**src/rtl/pattern_tx.sv**
```systemverilog
// Serial pattern transmitter: a 12-bit word goes out MSB first, each bit held BIT_CYCLES clocks.
// Optional feature: define DEADLOCK_GUARD_EN to accept but drop words whose top nibble is 4'b1110.
module pattern_tx #(
  parameter int BIT_CYCLES = 2
) (
  input  logic        clk,
  input  logic        rst_n,
  input  logic [11:0] in_data,
  input  logic        in_valid,
  output logic        in_ready,
  output logic        ser_out,
  output logic        ser_valid,
  output logic        frame_start,
  output logic        frame_done,
  output logic        reject
);

  typedef enum logic [1:0] {IDLE, SHIFT, GAP} state_t;

  localparam logic [3:0] HOLD_LAST = 4'(BIT_CYCLES - 1);
  localparam logic [3:0] BIT_LAST  = 4'd11;

  state_t      state_reg, state_next;
  logic [11:0] shift_reg;
  logic [3:0]  bit_cnt_reg;
  logic [3:0]  hold_cnt_reg;
  logic        reject_reg;

  logic accept, guard_hit, start, bit_end, frame_end;

`ifdef DEADLOCK_GUARD_EN
  assign guard_hit = (in_data[11:8] == 4'b1110);
`else
  assign guard_hit = 1'b0;
`endif

  // A guarded word still completes the handshake; it just never leaves IDLE.
  assign accept    = (state_reg == IDLE) && in_valid;
  assign start     = accept && !guard_hit;
  assign bit_end   = (hold_cnt_reg == HOLD_LAST);
  assign frame_end = bit_end && (bit_cnt_reg == BIT_LAST);

  always_ff @(posedge clk) begin
    if (!rst_n) state_reg <= IDLE;
    else        state_reg <= state_next;
  end

  always_comb begin
    state_next = state_reg;
    case (state_reg)
      IDLE:    if (start) state_next = SHIFT;
      SHIFT:   if (frame_end) state_next = GAP;
      GAP:     state_next = IDLE;
      default: state_next = IDLE;
    endcase
  end

  always_ff @(posedge clk) begin
    if (!rst_n) begin
      shift_reg    <= '0;
      bit_cnt_reg  <= '0;
      hold_cnt_reg <= '0;
      reject_reg   <= 1'b0;
    end else begin
      reject_reg <= accept && guard_hit;
      if (state_reg == IDLE) begin
        if (start) begin
          shift_reg    <= in_data;
          bit_cnt_reg  <= '0;
          hold_cnt_reg <= '0;
        end
      end else if (state_reg == SHIFT) begin
        if (bit_end) begin
          hold_cnt_reg <= '0;
          shift_reg    <= {shift_reg[10:0], 1'b0};
          bit_cnt_reg  <= bit_cnt_reg + 4'd1;
        end else begin
          hold_cnt_reg <= hold_cnt_reg + 4'd1;
        end
      end
    end
  end

  always_comb begin
    in_ready    = 1'b0;
    ser_out     = 1'b0;
    ser_valid   = 1'b0;
    frame_start = 1'b0;
    frame_done  = 1'b0;
    case (state_reg)
      IDLE:  in_ready = 1'b1;
      SHIFT: begin
        ser_valid   = 1'b1;
        ser_out     = shift_reg[11];
        frame_start = (bit_cnt_reg == 4'd0) && (hold_cnt_reg == 4'd0);
      end
      GAP:   frame_done = 1'b1;
      default: in_ready = 1'b0;
    endcase
  end

  assign reject = reject_reg;

endmodule

```
**config.mk**
```make
export PLATFORM = sky130hd
export DESIGN_NAME = pattern_tx
export DESIGN_NICKNAME = d
export VERILOG_FILES = /design/src/rtl/pattern_tx.sv
export SDC_FILE = /design/constraint.sdc
export NUM_CORES = 1
export LEC_CHECK = 0
export ABC_CLOCK_PERIOD_IN_PS = 4000
export BUFFER_PORTS_ARGS = -buffer_cell sky130_fd_sc_hd__buf_2
export CAP_MARGIN = 20
export CORE_ASPECT_RATIO = 0.75
export CORE_UTILIZATION = 58
export DETAILED_ROUTE_END_ITERATION = 8
export HOLD_SLACK_MARGIN = 0.03
export PLACE_DENSITY = 0.83
export SETUP_SLACK_MARGIN = 0.5
export SYNTH_ARGS = -nofsm -noshare
export SYNTH_HDL_FRONTEND = slang
export SYNTH_SLANG_ARGS = --single-unit
```
**constraint.sdc**
```tcl
create_clock -name clk -period 4 [get_ports clk]
set_input_delay 0.2 -clock clk [delete_from_list [all_inputs] [get_ports clk]]
set_output_delay 0.2 -clock clk [all_outputs]
set_load 0.01 [all_outputs]
```
==> results of run 1 <==
[critical path: stages, from the launching register on]
cell and delay [ns]:
dfxtp_1 0.65, nand3b_1 0.43, o21ai_2 0.71, mux2i_1 0.27
[Yosys cell counts, drive strengths merged, types with 2 or more instances]
cell,count
dfxtp,22
o211ai,15
or3,14
mux2i,12
nand2,12
clkbuf,8
nand3,7
nor2,6
inv,5
a21boi,4
a21oi,3
buf,3
and4,2
ha,2
o21ai,2
o31ai,2
or4,2
[where the power goes]
part | switching, mW | internal, mW
clock network | 0.0624 | 0.0352
logic | 0.0304 | 0.0268
registers | 0.00962 | 0.231
total | 0.102 | 0.293
[stage by stage]
step,hold WS [ns],std cells
final,0.164,165
after global routing,0.180,165
after CTS,0.161,165
after detailed placement,0.455,162
after global placement,0.440,162
after floorplan,0.352,132
[area by class of cell]
type | instances | area, um2 | area share
inverter | 5 | 18.8 | 0.0152
sequential | 22 | 440 | 0.357
timing repair buffer | 19 | 95.1 | 0.0772
clock buffer | 3 | 22.5 | 0.0183
multi-input combinational | 94 | 628 | 0.510
tap | 22 | 27.5 | 0.0223
[final timing paths]
check | startpoint | to
worst min-delay path | in_data[0] | shift_reg[0]$_SDFFE_PN0P_
worst max register to register | state_reg[0]$_SDFFE_PN0P_ | shift_reg[6]$_SDFFE_PN0P_
worst min register to register | shift_reg[1]$_SDFFE_PN0P_ | shift_reg[1]$_SDFFE_PN0P_
worst max-delay path | state_reg[0]$_SDFFE_PN0P_ | shift_reg[6]$_SDFFE_PN0P_
[metal layers]
metal / part of all wire / vias to the layer above / track usage
li1: - / 501 / -
met1: 0.48 / 470 / 0.315
met2: 0.46 / 26 / 0.413
met3: 0.049 / 4 / 0.0871
met4: 0.010 / 0 / 0.0658
met5: 0 / - / 0
[cell families (layout without fill, tap and decap cells)]
family	after synthesis	in the layout	share of synthesized area
simple gates	51	51	0.243
compound gates	27	27	0.168
flops	22	22	0.385
buf+inv	16	27	0.0656
mux	12	12	0.105
fa+ha+maj	2	2	0.0219
other cells	1	1	0.00328
xor+xnor	1	1	0.00766
==> reports/results.md, run 1 <==
• **achievable frequency** 0.471 GHz
• **sum of negative setup slack** 0 ns
• **warning count from the yosys run** 0
• **worst rel slew slack** 0.464
• **Post-layout nets** 162
• **average wire per cell in the routed design** 14.6 um
• **boundary pin count** 21
• **number of input and output port buffers inserted** 19
• **post-synth top area share** 0.385
• **Async S/R FF share, synth** 0
• **largest net degree at the start of global routing** 32
• **total power consumption of the routed design** 0.395 mW
• **count of buffers added by post-CTS timing repair for setup** 0
• **later-pin clock latency in the skew report** 0.31 ns
• **fraction of the yosys area taken by sequential cells** 0.385
• **die span in x** 53.3 um
• **Initial Util** 0.639
• **Hold Vio Cnt, Final** 0
• **final design utilization** 0.689
• **detailed-route DRC error count** 0
• **global-route usage over all layers** 0.251
• **total clock buffers created by CTS** 3
• **CTS Sinks** 22
• **post-route clock skew** 0.00299 ns
• **post-synthesis net count** 149
• **vias in the first global route** 856
• **EDFF count, synth** 0
• **routed vias/inst** 6.07
• **share of final-layout standard cells stronger than drive strength 1** 0.168
• **crit path DAT** 2.37 ns
• **Top FF cell, synth** dfxtp_1
• **Total Die Area** 2160 um2
• **number of nets with antenna violations after routing** 0
• **Detailed Route WL** 2400 um
• **gate count after technology mapping** 132
• **most area-hungry cell type in the Yosys netlist** dfxtp_1
• **maximum vdd ir drop** 0.000344 V
• **cts repair resizes** 0
• **areal power density over the cells** 321 nW/um2
• **clock tree from TritonCTS** yes
• **# Max-Cap Violations** 0
• **initial antenna violation count** 0
• **clock tree root driver cell** clkbuf_4
• **clk buf depth** 2
• **kind of start point of the critical path** flop
• **global placer's final weighted congestion** 0.756
• **clock-pin slew reported for the worst setup and hold paths after clock tree synthesis** 0.11 ns
• **Hold Path Cell Cnt** 3
• **top cells by area, synth** dfxtp_1, mux2i_1, o211ai_1
• **worst min-delay path class** in2reg
• **most frequent standard cell in the layout excluding fill and tap cells** dfxtp_1
• **number of storage elements in the synthesis netlist** 22
• **remaining global-route overflow** 0
• **pre-CTS WS** 1.94 ns
• **y dimension of the die** 40.5 um
• **number of levels in the clock H-tree** 1
• **leakage dissipation** 0.485 nW
• **number of pins with negative max-slew slack in the final report** 0
• **Cell Area, Synth** 1140 um2
• **Core Region** 1790 um2
• **wire length of the first global-routing pass** 3760 um
• **critical path data required time** 4.24 ns
• **Worst-Margin Slew** 0.801 ns
• **final worst-path cycle share** 0.531
• **number of flip-flops under the largest register name** 12
• **Final Cell Area** 1230 um2
• **largest fanout on the critical path** 18
• **placed instance area** 1210 um2
• **RSZ-0062 raised after global routing** false
• **count of TritonRoute iterations in the first routing pass** 4
• **commonest cells after routing, fill and taps aside** dfxtp_1, buf_2, o211ai_1
• **Final Setup Violations** 0
• **endpoint class of the critical path** flop
• **outcome** completed
• **final worst slack** 1.87 ns
• **final critical-path required period** 2.13 ns
• **setup slack, reg-to-reg** 1.87 ns
• **number of inserted diodes** 0
• **count of standard-cell rows** 13
• **Worst Path Class, Setup** reg2reg
• **Filler cells** 157
• **half-perimeter wire length after placement** 1720 um
• **hold buffer count at cts** 0
• **post-synthesis average cell area** 8.66 um2
• **logic depth of the worst register-to-register path** 3
• **count of vias placed by the detailed router** 1001
• **first-iteration detailed-routing DRC count** 21
• **Unique masters post-synth** 30
• **signed area change from the synthesized netlist to the final layout** 7.77%
Power figures use the tool's default switching activity.
==> inputs of run 2 (changes only) <==
ABC_CLOCK_PERIOD_IN_PS = 1900   (was 4000)
CORE_UTILIZATION = 48   (was 58)
PLACE_DENSITY = 0.73   (was 0.83)
clock period = 1.9 ns   (was 4 ns; I/O delays follow)
==> reports/results.md, run 2 (synthesized netlist as in run 1, its figures left out) <==
• **outcome** completed
• **detailed-route DRC error count** 0, unchanged
• **final worst-path cycle share** 0.875, +0.343
• **number of input and output port buffers inserted** 19, unchanged
• **# Max-Cap Violations** 0, unchanged
• **crit path DAT** 1.91 ns, -0.46 ns
• **total clock buffers created by CTS** 3, unchanged
• **RSZ-0062 raised after global routing** true
• **Final Setup Violations** 0, unchanged
• **kind of start point of the critical path** flop
• **largest net degree at the start of global routing** 32, unchanged
• **half-perimeter wire length after placement** 1720 um, unchanged
• **number of levels in the clock H-tree** 1, unchanged
• **areal power density over the cells** 596 nW/um2, +86%
• **Detailed Route WL** 2770 um, +15%
• **clk buf depth** 2, unchanged
• **hold slack final** 0.0601 ns, -0.104 ns
• **later-pin clock latency in the skew report** 0.31 ns, about the same
• **Core Region** 2120 um2, +18%
• **achievable frequency** 0.602 GHz, +28%
• **first-iteration detailed-routing DRC count** 17, -19%
• **delay of the slowest cell on the worst path** 0.48 ns, -0.23 ns
• **largest delay contributor family on the critical path** simple AND/OR/NAND/NOR gates
• **sum of negative setup slack** 0 ns, unchanged
• **Initial Util** 0.540, -0.0996
• **die span in x** 58.4 um, +9.5%
• **number of pins with negative max-slew slack in the final report** 0, unchanged
• **Hold Vio Cnt, Final** 0, unchanged
• **largest fanout on the critical path** 4, -14
• **final worst slack** 0.238 ns, -1.64 ns
• **leakage dissipation** 0.591 nW, +22%
• **number of flip-flops under the largest register name** 12, unchanged
• **met1 wire length** 1260 um, +8.8%
• **global placer's final weighted congestion** 0.779, +3.1%
• **final design utilization** 0.681, -0.00817
• **y dimension of the die** 44.3 um, +9.4%
• **share of final-layout standard cells stronger than drive strength 1** 0.319, +0.151
• **signed area change from the synthesized netlist to the final layout** 26.1%
• **critical path data required time** 2.15 ns, -2.09 ns
• **number of inserted diodes** 0, unchanged
• **worst min-delay path class** in2reg
• **final critical-path required period** 1.66 ns, -0.463 ns
• **maximum vdd ir drop** 0.000371 V, +7.9%
• **clock tree from TritonCTS** yes
• **count of standard-cell rows** 14, +1
• **Total Die Area** 2580 um2, +20%
• **average wire per cell in the routed design** 14.4 um, -0.86%
• **remaining global-route overflow** 0, unchanged
• **most frequent standard cell in the layout excluding fill and tap cells** buf_2
• **pre-CTS WS** 0.159 ns, -1.78 ns
• **buffers plus inverters on the worst setup path** 2, +2
• **CTS Sinks** 22, unchanged
• **Worst Path Class, Setup** reg2reg
• **commonest cells after routing, fill and taps aside** buf_2, dfxtp_1, o211ai_1
• **number of nets with antenna violations after routing** 0, unchanged
• **CP max stage cell** or4_1
• **count of vias placed by the detailed router** 1089, +8.8%
• **post-route clock skew** 0.00346 ns, +0.000465 ns
• **endpoint class of the critical path** flop
• **wire length of the first global-routing pass** 4510 um, +20%
• **clock tree root driver cell** clkbuf_4
• **total power consumption of the routed design** 0.859 mW, +120%
• **met2 wire length** 1360 um, +24%
• **global-route usage over all layers** 0.233, -0.0182
• **count of TritonRoute iterations in the first routing pass** 7, +3
• **boundary pin count** 21, unchanged
• **vias in the first global route** 986, +15%
• **clock-pin slew reported for the worst setup and hold paths after clock tree synthesis** 0.11 ns, about the same
• **highest routed layer** met4
• **Post-layout nets** 179, +10%
• **initial antenna violation count** 0, unchanged
• **WL met3** 106 um, -10%
• **routed vias/inst** 5.67, -6.5%
• **cell-by-cell listing of the critical path** or3_4 > buf_6 > buf_4 > or4_1 > a21oi_2
-- run 2: metrics by stage --
| stage | instance area [um2] | instances |
|---|---|---|
| 6_report | 1440 | 192 |
| 3_5_place_dp | 1250 | 175 |
| 5_1_grt | 1440 | 192 |
| 2_1_floorplan | 1160 | 132 |
| 4_1_cts | 1390 | 186 |
| 3_3_place_gp | 1250 | 175 |
-- run 2: per-layer routing --
metal / global-route usage / vias to the layer above
li1: - / 530
met1: 0.284 / 525
met2: 0.398 / 27
met3: 0.0526 / 7
met4: 0.105 / 0
met5: 0 / -
-- run 2: worst min-delay path, delay by kind of cell --
| kind | cells | cell delay (ns) |
|---|---|---|
| and+or+nand+nor | 1 | 0.07 |
| AOI/OAI and AO/OA | 1 | 0.07 |
| buffers and inverters | 1 | 0.10 |
-- run 2: final cells by class --
type | count | area, um2
fill | 158 | 677
tap | 32 | 40.0
clock buffer | 3 | 22.5
multi-input combinational | 94 | 669
sequential | 22 | 452
inverter | 5 | 18.8
timing repair buffer | 36 | 240
-- run 2: report_power, final --
| part | internal [mW] | switching, mW | total, mW |
|---|---|---|---|
| Sequential | 0.483 | 0.0170 | 0.500 |
| Combinational | 0.0754 | 0.0752 | 0.151 |
| Clock | 0.0742 | 0.135 | 0.209 |
-- run 2: final timing paths --
| check | from | end | slack (ns) | depth (start not counted) |
|---|---|---|---|---|
| min reg2reg | shift_reg[10]$_SDFFE_PN0P_ | shift_reg[10]$_SDFFE_PN0P_ | 0.47 | 2 |
| max | hold_cnt_reg[2]$_SDFFE_PN0P_ | bit_cnt_reg[2]$_SDFFE_PN0P_ | 0.24 | 5 |
| min | in_data[0] | shift_reg[0]$_SDFFE_PN0P_ | 0.06 | 3 |
| max reg2reg | hold_cnt_reg[2]$_SDFFE_PN0P_ | bit_cnt_reg[2]$_SDFFE_PN0P_ | 0.24 | 5 |
-- run 2: what timing repair did --
action	in CTS	in global routing
hold buffers	0	0
hold endpoints to repair	0	0
resized for setup	12	7
setup buffers	8	6
pin swaps	4	4
endpoints found under the setup margin	18	21
